--- src/rtl/cpu_mc_pkg.sv ---
// cpu_mc_pkg: opcodes, FSM states, instruction field layout and the
// immediate sign-extension helper shared by the multi-cycle core.
package cpu_mc_pkg;

  typedef enum logic [3:0] {
    OP_ADD  = 4'h0,
    OP_SUB  = 4'h1,
    OP_AND  = 4'h2,
    OP_OR   = 4'h3,
    OP_XOR  = 4'h4,
    OP_NOT  = 4'h5,
    OP_SHL  = 4'h6,
    OP_SHR  = 4'h7,
    OP_ADDI = 4'h8,
    OP_MUL  = 4'h9,
    OP_LW   = 4'hA,
    OP_SW   = 4'hB,
    OP_BEQ  = 4'hC,
    OP_JMP  = 4'hD,
    OP_ILL  = 4'hE,
    OP_HALT = 4'hF
  } opcode_t;

  typedef enum logic [2:0] {
    ST_FETCH,
    ST_FETCH_WAIT,
    ST_DECODE,
    ST_EXECUTE,
    ST_MEM,
    ST_MEM_WAIT,
    ST_WRITEBACK,
    ST_HALTED
  } cpu_state_t;

  localparam int OP_LSB  = 28;
  localparam int RD_LSB  = 24;
  localparam int RS1_LSB = 20;
  localparam int RS2_LSB = 16;
  localparam int IMM_LSB = 0;
  localparam int FIELD_W = 4;
  localparam int IMM_W   = 16;

  // Sign-extends a 16-bit immediate and masks it to data_w bits; callers
  // cast the 64-bit result down to their own width.
  function automatic logic [63:0] sext16(input logic [15:0] imm, input int data_w);
    logic [63:0] v;
    v = {{48{imm[15]}}, imm};
    if (data_w < 64) begin
      v = v & ((64'd1 << data_w) - 64'd1);
    end
    return v;
  endfunction

endpackage

--- src/rtl/cpu_mc_param_regfile.sv ---
// regfile_param: NREGS x DATA_W register file with two combinational read
// ports and one synchronous write port; r0 is hard-wired to zero.
module regfile_param #(
  parameter int NREGS  = 16,
  parameter int DATA_W = 32
) (
  input  logic                     clock,
  input  logic                     reset_n,
  input  logic [$clog2(NREGS)-1:0] raddr1,
  input  logic [$clog2(NREGS)-1:0] raddr2,
  output logic [DATA_W-1:0]        rdata1,
  output logic [DATA_W-1:0]        rdata2,
  input  logic                     we,
  input  logic [$clog2(NREGS)-1:0] waddr,
  input  logic [DATA_W-1:0]        wdata
);

  logic [DATA_W-1:0] regs [NREGS];

  // Clear every entry on reset; later writes aimed at r0 are dropped.
  always_ff @(posedge clock or negedge reset_n) begin
    if (!reset_n) begin
      for (int i = 0; i < NREGS; i++) begin
        regs[i] <= '0;
      end
    end else if (we && (waddr != '0)) begin
      regs[waddr] <= wdata;
    end
  end

  assign rdata1 = (raddr1 == '0) ? '0 : regs[raddr1];
  assign rdata2 = (raddr2 == '0) ? '0 : regs[raddr2];

endmodule

--- src/rtl/cpu_mc_param.sv ---
// cpu_mc_param: parametrised multi-cycle core with a req/ack memory port.
// Each instruction walks FETCH -> DECODE -> EXECUTE -> [MEM] -> WRITEBACK,
// and the WAIT states absorb any number of memory wait cycles.
module cpu_mc_param
  import cpu_mc_pkg::*;
#(
  parameter int DATA_W = 32,
  parameter int NREGS  = 16,
  parameter int ADDR_W = 8,
  parameter int PC_W   = 16
) (
  input  logic              clock,
  input  logic              reset_n,
  output logic              mem_req,
  output logic              mem_we,
  output logic [ADDR_W-1:0] mem_addr,
  output logic [DATA_W-1:0] mem_wdata,
  input  logic [31:0]       mem_rdata,
  input  logic              mem_ack,
  output logic              retire,
  output logic              halted,
  output logic              illegal,
  output logic [PC_W-1:0]   pc_out
);

  localparam int RI_W = $clog2(NREGS);
  localparam int SH_W = $clog2(DATA_W);

  cpu_state_t        state, next_state;
  logic [PC_W-1:0]   pc, next_pc, pc_target;
  logic [31:0]       ir;
  logic [DATA_W-1:0] op_a, op_b, result, alu_res, imm_ext, rd1, rd2;
  logic [ADDR_W-1:0] ea;
  logic              halted_q, illegal_q;
  opcode_t           op;
  logic [RI_W-1:0]   rd_idx, rs1_idx, rs2_idx;
  logic [15:0]       imm;
  logic              writes_rd;

  assign op        = opcode_t'(ir[OP_LSB +: FIELD_W]);
  assign rd_idx    = ir[RD_LSB +: RI_W];
  assign rs1_idx   = ir[RS1_LSB +: RI_W];
  assign rs2_idx   = ir[RS2_LSB +: RI_W];
  assign imm       = ir[IMM_LSB +: IMM_W];
  assign imm_ext   = DATA_W'(sext16(imm, DATA_W));
  assign writes_rd = (op <= OP_LW);

  regfile_param #(
    .NREGS  (NREGS),
    .DATA_W (DATA_W)
  ) u_rf (
    .clock   (clock),
    .reset_n (reset_n),
    .raddr1  (rs1_idx),
    .raddr2  (rs2_idx),
    .rdata1  (rd1),
    .rdata2  (rd2),
    .we      ((state == ST_WRITEBACK) && writes_rd),
    .waddr   (rd_idx),
    .wdata   (result)
  );

  // State register.
  always_ff @(posedge clock or negedge reset_n) begin
    if (!reset_n) begin
      state <= ST_FETCH;
    end else begin
      state <= next_state;
    end
  end

  // Next-state logic; HALTED is terminal until reset.
  always_comb begin
    next_state = state;
    case (state)
      ST_FETCH:      next_state = ST_FETCH_WAIT;
      ST_FETCH_WAIT: if (mem_ack) next_state = ST_DECODE;
      ST_DECODE:     next_state = (op == OP_ILL || op == OP_HALT) ? ST_HALTED : ST_EXECUTE;
      ST_EXECUTE:    next_state = (op == OP_LW || op == OP_SW) ? ST_MEM : ST_WRITEBACK;
      ST_MEM:        next_state = ST_MEM_WAIT;
      ST_MEM_WAIT:   if (mem_ack) next_state = ST_WRITEBACK;
      ST_WRITEBACK:  next_state = ST_FETCH;
      ST_HALTED:     next_state = ST_HALTED;
      default:       next_state = ST_FETCH;
    endcase
  end

  // Memory port outputs; mem_req is gated by reset_n so it falls the moment reset is applied.
  always_comb begin
    mem_req   = 1'b0;
    mem_we    = 1'b0;
    mem_addr  = '0;
    mem_wdata = '0;
    case (state)
      ST_FETCH, ST_FETCH_WAIT: begin
        mem_req  = reset_n;
        mem_addr = pc[ADDR_W-1:0];
      end
      ST_MEM, ST_MEM_WAIT: begin
        mem_req   = reset_n;
        mem_we    = (op == OP_SW);
        mem_addr  = ea;
        mem_wdata = op_b;
      end
      default: ;
    endcase
  end

  assign retire  = (state == ST_WRITEBACK);
  assign halted  = halted_q;
  assign illegal = illegal_q;
  assign pc_out  = pc;

  // ALU result for the register-writing ops.
  always_comb begin
    alu_res = '0;
    case (op)
      OP_ADD:  alu_res = op_a + op_b;
      OP_SUB:  alu_res = op_a - op_b;
      OP_AND:  alu_res = op_a & op_b;
      OP_OR:   alu_res = op_a | op_b;
      OP_XOR:  alu_res = op_a ^ op_b;
      OP_NOT:  alu_res = ~op_a;
      OP_SHL:  alu_res = op_a << op_b[SH_W-1:0];
      OP_SHR:  alu_res = op_a >> op_b[SH_W-1:0];
      OP_ADDI: alu_res = op_a + imm_ext;
      OP_MUL:  alu_res = op_a * op_b;
      default: alu_res = '0;
    endcase
  end

  // Successor PC: taken BEQ is PC-relative, JMP is an absolute zero-extended target.
  always_comb begin
    pc_target = pc + PC_W'(1);
    if (op == OP_BEQ && op_a == op_b) begin
      pc_target = pc + PC_W'(sext16(imm, PC_W));
    end else if (op == OP_JMP) begin
      pc_target = PC_W'(imm);
    end
  end

  // Datapath registers, each loaded in the state that produces its value.
  always_ff @(posedge clock or negedge reset_n) begin
    if (!reset_n) begin
      pc        <= '0;
      next_pc   <= '0;
      ir        <= '0;
      op_a      <= '0;
      op_b      <= '0;
      result    <= '0;
      ea        <= '0;
      halted_q  <= 1'b0;
      illegal_q <= 1'b0;
    end else begin
      case (state)
        ST_FETCH_WAIT: if (mem_ack) ir <= mem_rdata;
        ST_DECODE: begin
          op_a <= rd1;
          op_b <= rd2;
          if (op == OP_ILL) begin
            illegal_q <= 1'b1;
            halted_q  <= 1'b1;
          end else if (op == OP_HALT) begin
            halted_q <= 1'b1;
          end
        end
        ST_EXECUTE: begin
          result  <= alu_res;
          ea      <= ADDR_W'(op_a + imm_ext);
          next_pc <= pc_target;
        end
        ST_MEM_WAIT: if (mem_ack && op == OP_LW) result <= DATA_W'(mem_rdata);
        ST_WRITEBACK: pc <= next_pc;
        default: ;
      endcase
    end
  end

endmodule

--- config.mk ---
export PLATFORM = sky130hd
export DESIGN_NAME = cpu_mc_param
export DESIGN_NICKNAME = d
export VERILOG_FILES = /design/src/rtl/cpu_mc_pkg.sv /design/src/rtl/cpu_mc_param_regfile.sv /design/src/rtl/cpu_mc_param.sv
export SDC_FILE = /design/constraint.sdc
export NUM_CORES = 2
export LEC_CHECK = 0
export CORE_UTILIZATION = 45
export CTS_CLUSTER_SIZE = 16
export DETAILED_ROUTE_END_ITERATION = 16
export GPL_TIMING_DRIVEN = 0
export HOLD_SLACK_MARGIN = 0.08
export PLACE_DENSITY_LB_ADDON = 0.08
export SKIP_LAST_GASP = 1
export SLEW_MARGIN = 20
export SYNTH_ARGS = -nofsm -noshare
export SYNTH_HDL_FRONTEND = slang
export SYNTH_SLANG_ARGS = --single-unit
--- constraint.sdc ---
create_clock -name clock -period 9.35 [get_ports clock]
set_clock_uncertainty 0.15 [all_clocks]
set_input_delay 1.87 -clock clock [delete_from_list [all_inputs] [get_ports clock]]
set_output_delay 1.87 -clock clock [all_outputs]
set_load 0.02 [all_outputs]
=== Word-level counts from Yosys, hierarchy flattened ===
Index checks and enable logic that the tools add are counted.

* Register bits: 685
* Input port bits: 35
* Output and inout port bits: 61
* Logic and storage cells: 122

* Add/subtract/negate cells: 5
* $mul: 1
* $lt $le $gt $ge: 5
* Equal/unequal tests: 26
* Shift operators: 2
* Mux-type cells: 28
* Bitwise logic cells: 7
* Reductions and logical operators: 22

{| class="wikitable"
|+ Operator list
! cell !! count
|-
| 512-bit bitwise mux || 1
|-
| 32-bit case mux with 10 select lines || 1
|-
| 32-bit two-way mux || 9
|-
| 32-bit binary-select mux with 4-bit select || 2
|-
| 32-bit demux with 4-bit select || 1
|-
| 32-bit adder || 2
|-
| 32-bit case mux with 2 select lines || 1
|-
| 16-bit two-way mux || 3
|-
| 32-bit AND || 1
|-
| 32-bit equality test || 1
|-
| 4-bit equality test, second input constant || 8
|-
| 32-bit by 32-bit multiplier with 32-bit output || 1
|-
| 32-bit inverter || 1
|-
| 32-bit OR || 1
|-
| 32-bit by 5-bit left shift with 32-bit output || 1
|-
| 32-bit by 5-bit right shift with 32-bit output || 1
|-
| 32-bit subtractor || 1
|-
| 32-bit bitwise XOR || 1
|-
| 3-bit case mux with 8 select lines || 1
|-
| 16-bit by 1-bit adder with 16-bit output, second input constant || 1
|-
| 16-bit adder || 1
|-
| 4-bit by 3-bit equality test with 1-bit output, second input constant || 4
|-
| 8-bit case mux with 2 select lines || 1
|-
| 5-bit greater-or-equal comparator, second input constant || 3
|-
| 21 further kinds || 48
|}

=== Depth between registers and ports, before layout ===
* Word-level depth: 6
* Depth in mapped cells: 30
* Gate-level depth less buffers: 27

=== Cells and area by module ===
Synthesis repeated with hierarchy kept, for this count alone.

* Cells, all modules: 5749
* Area total of the unflattened synthesis: 58655.0 um2

{| class="wikitable"
|+ By module, submodules not included
! module !! instances !! cells each !! area an instance (um2) !! seq. area each (um2)
|-
| cpu_mc_param || 1 || 3985 || 33108.0 || 4329.2
|-
| regfile_param || 1 || 1764 || 25547.0 || 12036.5
|}

=== Worst setup path before layout ===
No wires, ideal clock.

* Path type: register -> register
* From: reg op_b[2]
* To: reg result[31]
* Library setup time: 0.088 ns
* Arrival time: 7.856 ns
* Required time: 9.112 ns
* Path slack: 1.255 ns
* Stages on the path, launching flop included: 29
* Buffers on the path: 4
* Period minus slack after synthesis: 8.095 ns
* Cell sequence: dfrtp_1 clkbuf_1 clkinv_1 buf_1 clkbuf_1 buf_1 nor2_1 fa_1 inv_1 fa_1 fa_1 fa_1 inv_1 fa_1 inv_1 fa_1 inv_1 fa_1 fa_1 ha_1 a21oi_1 o21ai_0 a2111oi_0 o31a_1 o21ai_0 a31oi_1 xnor2_1 nand2_1 a41oi_1

* Longest elaborated chain between the ends: 3
* Elaborated cells between the ends (all ways): 7
* Those cells by class: add/sub (2); mul (1); shift (2); mux (2)

{| class="wikitable"
|+ Ends and longest elaborated chain
! element !! line !! source
|-
| from (decl) || cpu_mc_param.sv:32 || <nowiki>logic [DATA_W-1:0] op_a, op_b, result, alu_res, imm_ext, rd1, rd2;</nowiki>
|-
| from (signal assigned) || cpu_mc_param.sv:159 || <nowiki>op_b <= rd2;</nowiki>
|-
| 32-bit by 32-bit multiplier with 32-bit output, or another cell as far along || cpu_mc_param.sv:127 || <nowiki>OP_MUL: alu_res = op_a * op_b;</nowiki>
|-
| 32-bit case mux with 10 select lines (*) || cpu_mc_param.sv:117 || <nowiki>case (op)</nowiki>
|-
| 32-bit case mux with 2 select lines (*) || cpu_mc_param.sv:155 || <nowiki>case (state)</nowiki>
|-
| to (signal assigned) || cpu_mc_param.sv:168 || <nowiki>result <= alu_res;</nowiki>
|-
| to (signal assigned) || cpu_mc_param.sv:172 || <nowiki>ST_MEM_WAIT: if (mem_ack && op == OP_LW) result <= DATA_W'(mem_rdata);</nowiki>
|-
| to (decl) || cpu_mc_param.sv:32 ||
|}

Mark *: on every way between the ends. The rest lies on a longest branch, timed or not.
A chain may end at the register's enable or synchronous reset.

=== Worst setup path in the final report ===
* From: reg op_a[1]
* To: reg result[22]

* Longest elaborated chain between the ends: 3
* Elaborated cells between the ends (all ways): 8
* Those cells by class: add/sub (3); mul (1); shift (2); mux (2)

{| class="wikitable"
|+ Ends and longest elaborated chain
! element !! line !! source
|-
| from (decl) || cpu_mc_param.sv:32 ||
|-
| from (signal assigned) || cpu_mc_param.sv:158 || <nowiki>op_a <= rd1;</nowiki>
|-
| 32-bit by 32-bit multiplier with 32-bit output, or another cell as far along || cpu_mc_param.sv:127 ||
|-
| 32-bit case mux with 10 select lines (*) || cpu_mc_param.sv:117 ||
|-
| 32-bit case mux with 2 select lines (*) || cpu_mc_param.sv:155 ||
|}

Marked as above.

==> flow_metrics.env <==
export IMPL_rsz0062_at_grt="yes"
export IMPL_fmax_mhz=105.0
export IMPL_h_tree_depth=3
export IMPL_dr_pass1_iters=7
export IMPL_clk_pin_slew_worst_paths_ps=70
export IMPL_start_util=0.4534
export IMPL_yosysUniqueCellTypes=103
export IMPL_avgSynthCellArea_um2=10.80
export IMPL_grt_max_degree=95
export IMPL_core_um2=131300
export IMPL_cts_tree="done"
export IMPL_path_delay_family="adder cells"
export IMPL_holdWs_ps=326.3
export IMPL_pre_cts_ws_ps=-2238
export IMPL_ioPinCount=96
export IMPL_hold_buffers=0
export IMPL_grt_pass1_vias=49015
export IMPL_power_density_nw_per_um2=294.1
export IMPL_critPathMaxStageDelay_ps=620
export IMPL_antenna_found_initial=13
export IMPL_finalInstanceArea_um2=66320
export IMPL_ys_warn_count=0
export IMPL_worstPathCellList="clkbuf_2 > inv_1 > clkbuf_2 > buf_16 > nor2_1 > fa_1 > fa_1 > inv_1 > fa_1 > inv_1 > ha_1 > fa_1 > fa_1 > fa_1 > fa_1 > ha_1 > clkbuf_1 > o22ai_1 > a21oi_1 > o2111ai_1 > a221o_1 > a21oi_1 > o221ai_1 > o221a_2"
export IMPL_grtUsageTotal=0.4279
export IMPL_peakVddDrop_uv=205.3
export IMPL_violations="negative setup slack"
export IMPL_routed_via_density=6.544
export IMPL_setup_slack_ps=-174.2
export IMPL_antenna_left=0
export IMPL_first_iter_violations=5584
export IMPL_cts_buffers=77
export IMPL_cp_start_kind="flop"
export IMPL_min_period_ps=9524
export IMPL_slew_headroom=0.1094
export IMPL_die_area_um2=133700
export IMPL_placed_area_um2=63140
export IMPL_crit_path_frequent_cell="fa_1"
export IMPL_arrival_ps=9940
export IMPL_gr_total_overflow=0
export IMPL_synthToLayoutAreaGrowth_pct=11.41
export IMPL_dp_hpwl_um=221800
export IMPL_path_buf_inv=7
export IMPL_drc_errors=0
export IMPL_criticalPathCategory="flop to flop"
export IMPL_wl_per_cell_um=37.99
export IMPL_synth_edf_count=0
export IMPL_mostFrequentLayoutCells="dfrtp_1, inv_1, mux2_2"
export IMPL_grt_pass1_wl_um=397300
export IMPL_place_congestion=1.093
export IMPL_clockRootBuffer="clkbuf_16"
export IMPL_syn_nets=6225
export IMPL_max_cap_viol_count=0
export IMPL_worstHoldPathType="flop to flop"
export IMPL_fin_crit_sh=1.019
export IMPL_power_total_mw=19.50
export IMPL_cts_buffer_depth=3
export IMPL_syn_cell_area_um2=59520
export IMPL_die_h_um=365.7
export IMPL_cp_end_kind="flop"
export IMPL_rows=133
export IMPL_final_cell_count_no_fill=7523
export IMPL_setup_tns_ps=-186.6
export IMPL_final_common_cell="dfrtp_1"
export IMPL_setup_viol=2
export IMPL_leakagePower_nw=29.51
export IMPL_async_flop_share=1.000
export IMPL_fillers=12056
export IMPL_wirelength_um=285800
export IMPL_worstPathRequired_ps=9770
export IMPL_cp_max_fo=10
export IMPL_ys_flop_type="dfrtp_1"
export IMPL_cp_slowest_cell="dfrtp_2"
export IMPL_dp_cells=7379
export IMPL_final_util=0.5051
export IMPL_worstMarginPinSlew_ps=1322
export IMPL_layout_drive_gt1_share=0.2292
export IMPL_clkLatencyLatePin_ps=700
export IMPL_cts_sinks=685
export IMPL_fp_dieW_um=365.7
export IMPL_status="finished, violations left"
export IMPL_slew_viol_final=0
export IMPL_port_buffers=95
export IMPL_synthCells=5512
export IMPL_ys_ff_latch=685
export IMPL_fin_nets=6413
export IMPL_route_vias_total=49232
export IMPL_seq_area_frac_synth=0.2880
export IMPL_hold_violations=0
-- per-layer routing --
layer | share of wire | track usage | up-vias
met2 | 0.44 | 0.6516 | 2871
met4 | 0.080 | 0.2807 | 6
met3 | 0.091 | 0.09579 | 860
li1 | - | - | 19658
met5 | 0.00028 | 0 | -
met1 | 0.38 | 0.5496 | 25837
-- registers in the layout, indices dropped and copies added, names as in the netlist --
register and cells:
ea 8, halted 1, illegal 1, ir 32
next_pc 16, op_a 32, op_b 32, pc_out 16
result 32, state 3, u_rf.regs 512
-- timing repair --
item | 4_1_cts | 5_1_grt
gates resized for setup | 108 | 54
buffers inserted | 4 | 3
setup endpoints to repair | 22 | 11
-- final cells by class --
cell class / count / area [um2] / share of cell area
multi-input combinational: 3836 / 38700 / 0.5836
sequential: 685 / 17170 / 0.2589
clock buffer: 109 / 2258 / 0.03406
tap: 1755 / 2196 / 0.03311
inverter: 560 / 2153 / 0.03247
buffer: 420 / 1941 / 0.02926
timing repair buffer: 120 / 1348 / 0.02032
clock inverter: 33 / 539.3 / 0.008132
antenna: 5 / 12.51 / 0.0001887
-- kinds of logic (layout without fill, tap and decap cells) --
family / Yosys count / count (layout) / synth area share
other: 0 / 5 / 0
AOI/OAI and AO/OA: 805 / 805 / 0.08902
muxes: 955 / 955 / 0.2513
adders and majority gates: 678 / 678 / 0.1945
xor gates and xnor gates: 142 / 142 / 0.02089
buffers and inverters: 991 / 1242 / 0.06464
and+or+nand+nor: 1256 / 1256 / 0.09175
DFF: 685 / 685 / 0.2880
-- final timing paths --
path | slack, ps | to | startpoint | depth (start not counted)
min | 330 | next_pc[9]$_DFFE_PN0P_ | next_pc[9]$_DFFE_PN0P_ | 2
min in group asynchronous | 1000 | op_a[1]$_DFFE_PN0P_ | reset_n | 1
max reg2reg | -170 | result[22]$_DFFE_PN0P_ | op_a[1]$_DFFE_PN0P_ | 24
min reg2reg | 330 | next_pc[9]$_DFFE_PN0P_ | next_pc[9]$_DFFE_PN0P_ | 2
max in group asynchronous | 6360 | u_rf.regs[132]$_DFFE_PN0P_ | reset_n | 4
max | -170 | result[22]$_DFFE_PN0P_ | op_a[1]$_DFFE_PN0P_ | 24
-- report_power, final --
part           total [mW]  internal [mW]  switching (mW)
clock                3.39           1.98            1.41
sequential           4.92           3.82            1.10
combinational        11.2           3.89            7.30
total                19.5           9.70            9.80
-- Yosys cell counts (7+ instances only) --
master	instances	share of area
a22oi_1	15	0.0019
mux2i_1	44	0.0074
and3_1	25	0.0026
nand2b_1	26	0.0027
o211ai_1	17	0.0021
dfrtp_1	685	0.29
a221o_1	9	0.0015
a2111oi_0	7	0.0010
nand2_1	418	0.026
o22ai_1	107	0.011
buf_1	88	0.0055
clkbuf_1	304	0.019
nand4_1	18	0.0019
mux2_2	533	0.10
inv_1	542	0.034
o221ai_1	13	0.0019
nor3b_1	9	0.0011
xnor2_1	100	0.015
fa_1	412	0.14
o31ai_1	13	0.0016
xor2_1	42	0.0062
nor2_1	519	0.033
buf_2	23	0.0019
o21a_1	12	0.0015
a21oi_1	196	0.016
o21bai_1	17	0.0021
ha_1	266	0.056
nor3_1	57	0.0048
nand3_1	41	0.0034
clkinv_1	13	0.00082
nor4_1	15	0.0016
a21o_1	44	0.0055
o2111ai_1	11	0.0016
and2_1	40	0.0042
nor2b_1	31	0.0033
or2_2	9	0.00095
mux4_2	378	0.14
a221oi_1	27	0.0040
a211oi_1	41	0.0052
o21ai_0	162	0.014
a31oi_1	24	0.0025
or3_1	19	0.0020
-- worst min-delay path, cell delays in order (launching register included) --
cell,delay (ps)
dfrtp_1,330
nand2_1,50
o21ai_0,60
Power figures use the tool's default switching activity.
